### config.mk
export PLATFORM = sky130hd
export DESIGN_NAME = dump_ctrl_flat
export DESIGN_NICKNAME = d
export VERILOG_FILES = /design/src/rtl/dump_ctrl_if.sv /design/src/rtl/dump_ctrl.sv /design/src/flat_wrapper.sv
export SDC_FILE = /design/constraint.sdc
export NUM_CORES = 1
export LEC_CHECK = 0
export CAP_MARGIN = 5
export CORE_ASPECT_RATIO = 0.75
export CORE_MARGIN = 1.5
export CORE_UTILIZATION = 49
export DETAILED_ROUTE_END_ITERATION = 10
export PLACE_DENSITY = 0.81
export SETUP_SLACK_MARGIN = 0.05
export SLEW_MARGIN = 20
export SYNTH_ARGS = -nofsm -noshare
export SYNTH_HDL_FRONTEND = slang
export SYNTH_SLANG_ARGS = --single-unit
export TNS_END_PERCENT = 30
### constraint.sdc
create_clock -name clk -period 2.23 [get_ports clk]
set_clock_uncertainty 0.1 [all_clocks]
set_input_delay 0.5575 -clock clk [delete_from_list [all_inputs] [get_ports clk]]
set_output_delay 0.5575 -clock clk [all_outputs]
set_load 0.01 [all_outputs]
### src/rtl/dump_ctrl_if.sv
// -----------------------------------------------------------------------------
// dump_ctrl_if
// Bundles every non-clock signal around the channel dump sequencer.
//   master : the sequencer (dump_ctrl) side
//   slave  : the environment side (Command_Config, EEPROM requester,
//            capture RAMs, UART response path)
// Signals:
//   dump, dump_ch          dump start pulse and channel (00/01/10, 11 reserved)
//   ch1..ch3_AFEgain       current AFE gain per channel
//   trace_end              address of the newest captured sample
//   eep_req/eep_addr       EEPROM read request and address
//   eep_done               EEPROM read complete
//   flopOffset/flopGain    capture strobes for offset / gain
//   ram_en/ram_addr/ram_sel capture RAM read strobe, address, one-hot select
//   send_resp/resp_sent    UART transmit strobe and completion
//   busy, dump_done, dump_err status
// -----------------------------------------------------------------------------
interface dump_ctrl_if #(
   parameter int ADDR_W = 9
);
   logic              dump;
   logic [1:0]        dump_ch;
   logic [2:0]        ch1_AFEgain;
   logic [2:0]        ch2_AFEgain;
   logic [2:0]        ch3_AFEgain;
   logic [ADDR_W-1:0] trace_end;
   logic              eep_req;
   logic [5:0]        eep_addr;
   logic              eep_done;
   logic              flopOffset;
   logic              flopGain;
   logic              ram_en;
   logic [ADDR_W-1:0] ram_addr;
   logic [2:0]        ram_sel;
   logic              send_resp;
   logic              resp_sent;
   logic              busy;
   logic              dump_done;
   logic              dump_err;

   modport master (
      input  dump, dump_ch, ch1_AFEgain, ch2_AFEgain, ch3_AFEgain, trace_end,
             eep_done, resp_sent,
      output eep_req, eep_addr, flopOffset, flopGain, ram_en, ram_addr, ram_sel,
             send_resp, busy, dump_done, dump_err
   );

   modport slave (
      output dump, dump_ch, ch1_AFEgain, ch2_AFEgain, ch3_AFEgain, trace_end,
             eep_done, resp_sent,
      input  eep_req, eep_addr, flopOffset, flopGain, ram_en, ram_addr, ram_sel,
             send_resp, busy, dump_done, dump_err
   );
endinterface

### src/rtl/dump_ctrl.sv
// -----------------------------------------------------------------------------
// dump_ctrl
// Sequences one channel dump to the UART: reads the channel's calibration
// offset and gain from the EEPROM (address {ch, AFE gain, sel}), strobes
// them into the gain corrector, then walks the circular capture RAM from the
// oldest sample to the newest, one RAM read + one UART send per sample.
// Ports:
//   clk    system clock
//   rst_n  synchronous active-low reset (aborts any dump in progress)
//   bus    dump_ctrl_if.master, all handshake / data signals
// -----------------------------------------------------------------------------
module dump_ctrl #(
   parameter int ENTRIES = 384,
   parameter int ADDR_W  = 9
) (
   input  logic        clk,
   input  logic        rst_n,
   dump_ctrl_if.master bus
);
   localparam logic [ADDR_W-1:0] LAST = ADDR_W'(ENTRIES - 1);

   typedef enum logic [3:0] {
      IDLE, REQ_OFF, WT_OFF, REQ_GAIN, WT_GAIN, RD_RAM, SEND, WT_SENT, DONE
   } state_t;

   state_t            r_state;
   state_t            w_state_next;

   logic [5:0]        r_eep_addr;
   logic [ADDR_W-1:0] r_ptr;
   logic [ADDR_W-1:0] r_cnt;
   logic [2:0]        r_ram_sel;
   logic              r_dump_err;

   logic              w_reserved;
   logic              w_start;
   logic [2:0]        w_gain;
   logic [2:0]        w_onehot;
   logic [ADDR_W-1:0] w_ptr_start;
   logic [ADDR_W-1:0] w_ptr_inc;

   logic              w_eep_req;
   logic              w_flop_off;
   logic              w_flop_gain;
   logic              w_ram_en;
   logic              w_send;
   logic              w_done;

   // one-hot RAM select decoded from the requested channel
   genvar gi;
   generate
      for (gi = 0; gi < 3; gi++) begin : g_sel
         assign w_onehot[gi] = (bus.dump_ch == 2'(gi));
      end
   endgenerate

   always_comb begin
      w_gain = 3'b000;
      case (bus.dump_ch)
         2'b00:   w_gain = bus.ch1_AFEgain;
         2'b01:   w_gain = bus.ch2_AFEgain;
         2'b10:   w_gain = bus.ch3_AFEgain;
         default: w_gain = 3'b000;
      endcase
   end

   assign w_reserved = (bus.dump_ch == 2'b11);
   assign w_start    = (r_state == IDLE) && bus.dump && !w_reserved;

   // oldest sample sits just after the newest one in the circular buffer
   assign w_ptr_start = (bus.trace_end == LAST) ? '0 : bus.trace_end + ADDR_W'(1);
   assign w_ptr_inc   = (r_ptr == LAST) ? '0 : r_ptr + ADDR_W'(1);

   // state register
   always_ff @(posedge clk) begin
      if (!rst_n) begin
         r_state <= IDLE;
      end else begin
         r_state <= w_state_next;
      end
   end

   // next state and strobes; eep_done-driven flop strobes are Mealy
   always_comb begin
      w_state_next = r_state;
      w_eep_req    = 1'b0;
      w_flop_off   = 1'b0;
      w_flop_gain  = 1'b0;
      w_ram_en     = 1'b0;
      w_send       = 1'b0;
      w_done       = 1'b0;
      case (r_state)
         IDLE: begin
            if (w_start) w_state_next = REQ_OFF;
         end
         REQ_OFF: begin
            w_eep_req    = 1'b1;
            w_state_next = WT_OFF;
         end
         WT_OFF: begin
            if (bus.eep_done) begin
               w_flop_off   = 1'b1;
               w_state_next = REQ_GAIN;
            end
         end
         REQ_GAIN: begin
            w_eep_req    = 1'b1;
            w_state_next = WT_GAIN;
         end
         WT_GAIN: begin
            if (bus.eep_done) begin
               w_flop_gain  = 1'b1;
               w_state_next = RD_RAM;
            end
         end
         RD_RAM: begin
            w_ram_en     = 1'b1;
            w_state_next = SEND;
         end
         SEND: begin
            w_send       = 1'b1;
            w_state_next = WT_SENT;
         end
         WT_SENT: begin
            if (bus.resp_sent) w_state_next = (r_cnt == LAST) ? DONE : RD_RAM;
         end
         DONE: begin
            w_done       = 1'b1;
            w_state_next = IDLE;
         end
         default: w_state_next = IDLE;
      endcase
   end

   // datapath: EEPROM address, sample pointer/count, RAM select, error pulse
   always_ff @(posedge clk) begin
      if (!rst_n) begin
         r_eep_addr <= '0;
         r_ptr      <= '0;
         r_cnt      <= '0;
         r_ram_sel  <= '0;
         r_dump_err <= 1'b0;
      end else begin
         r_dump_err <= (r_state == IDLE) && bus.dump && w_reserved;
         case (r_state)
            IDLE: begin
               if (w_start) begin
                  r_eep_addr <= {bus.dump_ch, w_gain, 1'b0};
                  r_ptr      <= w_ptr_start;
                  r_cnt      <= '0;
                  r_ram_sel  <= w_onehot;
               end
            end
            // switch to the gain word only once the offset read has completed
            WT_OFF: begin
               if (bus.eep_done) r_eep_addr[0] <= 1'b1;
            end
            WT_SENT: begin
               if (bus.resp_sent && (r_cnt != LAST)) begin
                  r_cnt <= r_cnt + ADDR_W'(1);
                  r_ptr <= w_ptr_inc;
               end
            end
            DONE: begin
               r_ram_sel <= '0;
            end
            default: ;
         endcase
      end
   end

   assign bus.eep_req    = w_eep_req;
   assign bus.eep_addr   = r_eep_addr;
   assign bus.flopOffset = w_flop_off;
   assign bus.flopGain   = w_flop_gain;
   assign bus.ram_en     = w_ram_en;
   assign bus.ram_addr   = r_ptr;
   assign bus.ram_sel    = r_ram_sel;
   assign bus.send_resp  = w_send;
   assign bus.busy       = (r_state != IDLE);
   assign bus.dump_done  = w_done;
   assign bus.dump_err   = r_dump_err;
endmodule

### src/flat_wrapper.sv
// flat-port wrapper written by rule: the top's interface ports become plain ports
module dump_ctrl_flat 
#(
   parameter int ENTRIES = 384,
   parameter int ADDR_W  = 9
)
  (clk, rst_n, bus_dump, bus_dump_ch, bus_ch1_AFEgain, bus_ch2_AFEgain, bus_ch3_AFEgain, bus_trace_end, bus_eep_done, bus_resp_sent, bus_eep_req, bus_eep_addr, bus_flopOffset, bus_flopGain, bus_ram_en, bus_ram_addr, bus_ram_sel, bus_send_resp, bus_busy, bus_dump_done, bus_dump_err);
  dump_ctrl_if #(.ADDR_W(ADDR_W)) bus_i ();
  input  logic clk;
  input  logic rst_n;
  input wire logic [$bits(bus_i.dump)-1:0] bus_dump;
  input wire logic [$bits(bus_i.dump_ch)-1:0] bus_dump_ch;
  input wire logic [$bits(bus_i.ch1_AFEgain)-1:0] bus_ch1_AFEgain;
  input wire logic [$bits(bus_i.ch2_AFEgain)-1:0] bus_ch2_AFEgain;
  input wire logic [$bits(bus_i.ch3_AFEgain)-1:0] bus_ch3_AFEgain;
  input wire logic [$bits(bus_i.trace_end)-1:0] bus_trace_end;
  input wire logic [$bits(bus_i.eep_done)-1:0] bus_eep_done;
  input wire logic [$bits(bus_i.resp_sent)-1:0] bus_resp_sent;
  output wire logic [$bits(bus_i.eep_req)-1:0] bus_eep_req;
  output wire logic [$bits(bus_i.eep_addr)-1:0] bus_eep_addr;
  output wire logic [$bits(bus_i.flopOffset)-1:0] bus_flopOffset;
  output wire logic [$bits(bus_i.flopGain)-1:0] bus_flopGain;
  output wire logic [$bits(bus_i.ram_en)-1:0] bus_ram_en;
  output wire logic [$bits(bus_i.ram_addr)-1:0] bus_ram_addr;
  output wire logic [$bits(bus_i.ram_sel)-1:0] bus_ram_sel;
  output wire logic [$bits(bus_i.send_resp)-1:0] bus_send_resp;
  output wire logic [$bits(bus_i.busy)-1:0] bus_busy;
  output wire logic [$bits(bus_i.dump_done)-1:0] bus_dump_done;
  output wire logic [$bits(bus_i.dump_err)-1:0] bus_dump_err;
  assign bus_i.dump = bus_dump;
  assign bus_i.dump_ch = bus_dump_ch;
  assign bus_i.ch1_AFEgain = bus_ch1_AFEgain;
  assign bus_i.ch2_AFEgain = bus_ch2_AFEgain;
  assign bus_i.ch3_AFEgain = bus_ch3_AFEgain;
  assign bus_i.trace_end = bus_trace_end;
  assign bus_i.eep_done = bus_eep_done;
  assign bus_i.resp_sent = bus_resp_sent;
  assign bus_eep_req = bus_i.eep_req;
  assign bus_eep_addr = bus_i.eep_addr;
  assign bus_flopOffset = bus_i.flopOffset;
  assign bus_flopGain = bus_i.flopGain;
  assign bus_ram_en = bus_i.ram_en;
  assign bus_ram_addr = bus_i.ram_addr;
  assign bus_ram_sel = bus_i.ram_sel;
  assign bus_send_resp = bus_i.send_resp;
  assign bus_busy = bus_i.busy;
  assign bus_dump_done = bus_i.dump_done;
  assign bus_dump_err = bus_i.dump_err;
  dump_ctrl #(.ENTRIES(ENTRIES), .ADDR_W(ADDR_W)) u_core (.clk(clk), .rst_n(rst_n), .bus(bus_i));
endmodule
==> reports/results.ini <==
[timing]
rsz0062_at_grt = false
setup_viol = 0
period_share_pct = 96.4
finalCriticalPeriod_ns = 2.15
setup_slack_ns = 0.0799
max_freq_mhz = 465
slew-limit-headroom_pct = 69.0
tightest_slew_ns = 0.464
drv_slew = 0
hold_violations = 0

[cells_and_area]
finish.net_count = 338
fin_cells = 362
insertedDiodeCount = 0
fin_util_pct = 72.9
area_growth_pct = 38.6
num-fill-cells = 299
fin_area_um2 = 2740
drive_above_1_share_pct = 17.4

[global_route]
grt_first_pass_wirelength_um = 9000
grt-ovfl-total = 0
antenna_found_initial = 0
grt_max_degree = 20
grt_pass1_vias = 1971
grt_use_total_pct = 25.5

[route]
vias = 2156
post_drt_wl_per_cell_um = 15.0
routed_via_density = 5.96
totalWireLength_um = 5440
drt_first_pass_iters = 4
postRouteAntennaNets = 0
initialDrtViolationCount = 137
post-route-drc-count = 0

[critical_path]
start_kind = primary input
cp.arrival_ns = 1.49
setup.worst_path.class = in2out
critPathRequiredTime_ns = 1.57
rrSetupSlack_ns = 0.31
path_max_fanout = 3
crit_chain = clkdlybuf4s50_1, and4b_1, dlygate4sd2_1
cp_slowest_cell = clkdlybuf4s50_1
max_stage_delay_ns = 0.49
critPathCaptureType = primary output

[clocking]
numCtsBuffers = 5
cts.clk_slew.worst_paths_ns = 0.07
htreeDepth = 2
cts-root-buf = clkbuf_8
cts_sinks = 32
postCtsSetupRepairBufs = 0
clk_latency_ns = 0.29
clockBufferDepth = 2
cts_tree = built

[floorplanning]
die_h_um = 58.0
die_w_um = 76.3
ioPinCount = 51
core_area_um2 = 3760
dieArea_um2 = 4420
start_util_pct = 52.6
row_count = 19

[placed_design]
dp_slack_ns = -0.187
place_congestion = 0.844
portBuffers = 50
place_area_um2 = 2640
dpl.cell_count = 355
dp_hpwl_um = 3860

[synth]
ys.warnings.count = 0
dominantRegCellSynth = dfxtp_1
synth_cells = 242
synth_edf_count = 0
synth.yosys.seq_area_share_pct = 32.4
yosysTopAreaCell = dfxtp_1
yosys.area.top_type_share_pct = 32.4
post_synth_instance_area_um2 = 1970
synth_fp_nets = 270
ys_seq_elements = 32
async_flop_share_pct = 0
synth.avg_cell_area_um2 = 8.16
synthTopCellsByArea = dfxtp_1, o21ai_0, nor2_1
synth.distinct_cells = 58

[power_and_ir_drop]
ir_worst_vdd_uv = 435
leakage_nw = 1.10
finalPower_mw = 1.52
power_density_nw_per_um2 = 557

[job]
drv_cap = 0

[hold_path]
hold_class = reg2reg

[run_status]
outcome = finished clean

## cell families after synthesis
kind of cell    Yosys count  synth area share (%)
compound gates           70                  24.7
flops                    32                  32.4
simple gates            106                  29.8
mux                       7                  3.80
xor+xnor                  5                  2.22
fa+ha+maj                 3                  1.90
buf+inv                  19                  5.20
## power breakdown
part | total, mW | internal [mW] | switching (mW)
registers | 0.656 | 0.614 | 0.0424
logic | 0.441 | 0.230 | 0.211
clock network | 0.426 | 0.212 | 0.214
total | 1.52 | 1.06 | 0.468
## routing by layer
metal | wire length (um) | global-route usage (%) | share of wire [%] | up-vias
met2 | 2470 | 42.0 | 46 | 79
li1 | - | - | - | 1038
met1 | 2560 | 34.0 | 47 | 1030
met5 | 0 | 0 | 0 | -
met3 | 334 | 4.57 | 6.1 | 9
met4 | 65 | 9.26 | 1.2 | 0
## state kept, by name, indices dropped and copies added (netlist names)
name,cells
u_core.bus.ram_addr,9
u_core.r_state,4
u_core.r_cnt,9
u_core.bus.eep_addr,6
u_core.bus.ram_sel,3
u_core.bus.dump_err,1
## path summary, 6_finish.rpt
kind                            endpoint                   start  cells past startpoint
hold reg to reg   u_core.bus.eep_addr[5]  u_core.bus.eep_addr[5]                      2
setup reg to reg  u_core.bus.ram_addr[6]       u_core.r_state[2]                      6
setup / recovery            bus_flopGain            bus_eep_done                      3
hold / removal    u_core.bus.eep_addr[5]  u_core.bus.eep_addr[5]                      2
## worst max-delay path: cells and delay by family
kind	cells	cell delay, ns
buf+inv	2	0.75
simple gates	1	0.18
## layout by cell type (no fill, tap or decap), types with 3 or more instances in the layout
cell type and instances:
dfxtp_1 30, and2_1 3, clkbuf_8 5, inv_1 3
nand2b_1 3, nor4_1 3, a21oi_2 4, and4b_1 3
and3_1 8, clkdlybuf4s50_1 44, o22ai_1 8, nand2_1 17
buf_4 24, dlygate4sd2_1 4, ha_1 3, nand3_1 14
nor2_1 23, nand3b_1 3, xnor2_1 3, nor3b_1 3
mux2_2 4, a21oi_1 11, a31oi_1 4, nor3_1 10
o21ai_0 18, mux2i_1 3
## timing repair
action | 4_1_cts | 5_1_grt
resized for setup | 7 | 4
setup endpoints to repair | 6 | 3
hold buffers | 0 | 0
gates cloned | 0 | 0
## per-stage QoR
step                TNS [ns]  hold slack (ns)
CTS                  -0.0312            0.397
global placement      -0.341            0.368
finish                     0            0.396
global route               0            0.432
floorplan                  0            0.343
detailed placement    -0.334            0.383
## cell usage after synthesis (all sizes together), types with 6 or more instances
| cell | n |
|---|---|
| and3 | 9 |
| nor3 | 10 |
| nand2 | 17 |
| a21oi | 16 |
| o22ai | 8 |
| buf | 8 |
| nand3 | 14 |
| dfxtp | 32 |
| o21ai | 19 |
| nor2 | 25 |
| clkbuf | 6 |
## layout make-up
class,count,area [um2],share of cell area [%]
clock inverter,1,5.00,0.183
clock buffer,6,72.6,2.65
inverter,5,18.8,0.686
sequential,32,643,23.5
tap,52,65.1,2.38
multi-input combinational,191,1240,45.3
timing repair buffer,75,692,25.3
No activity file was read; power rests on OpenSTA's default activity.
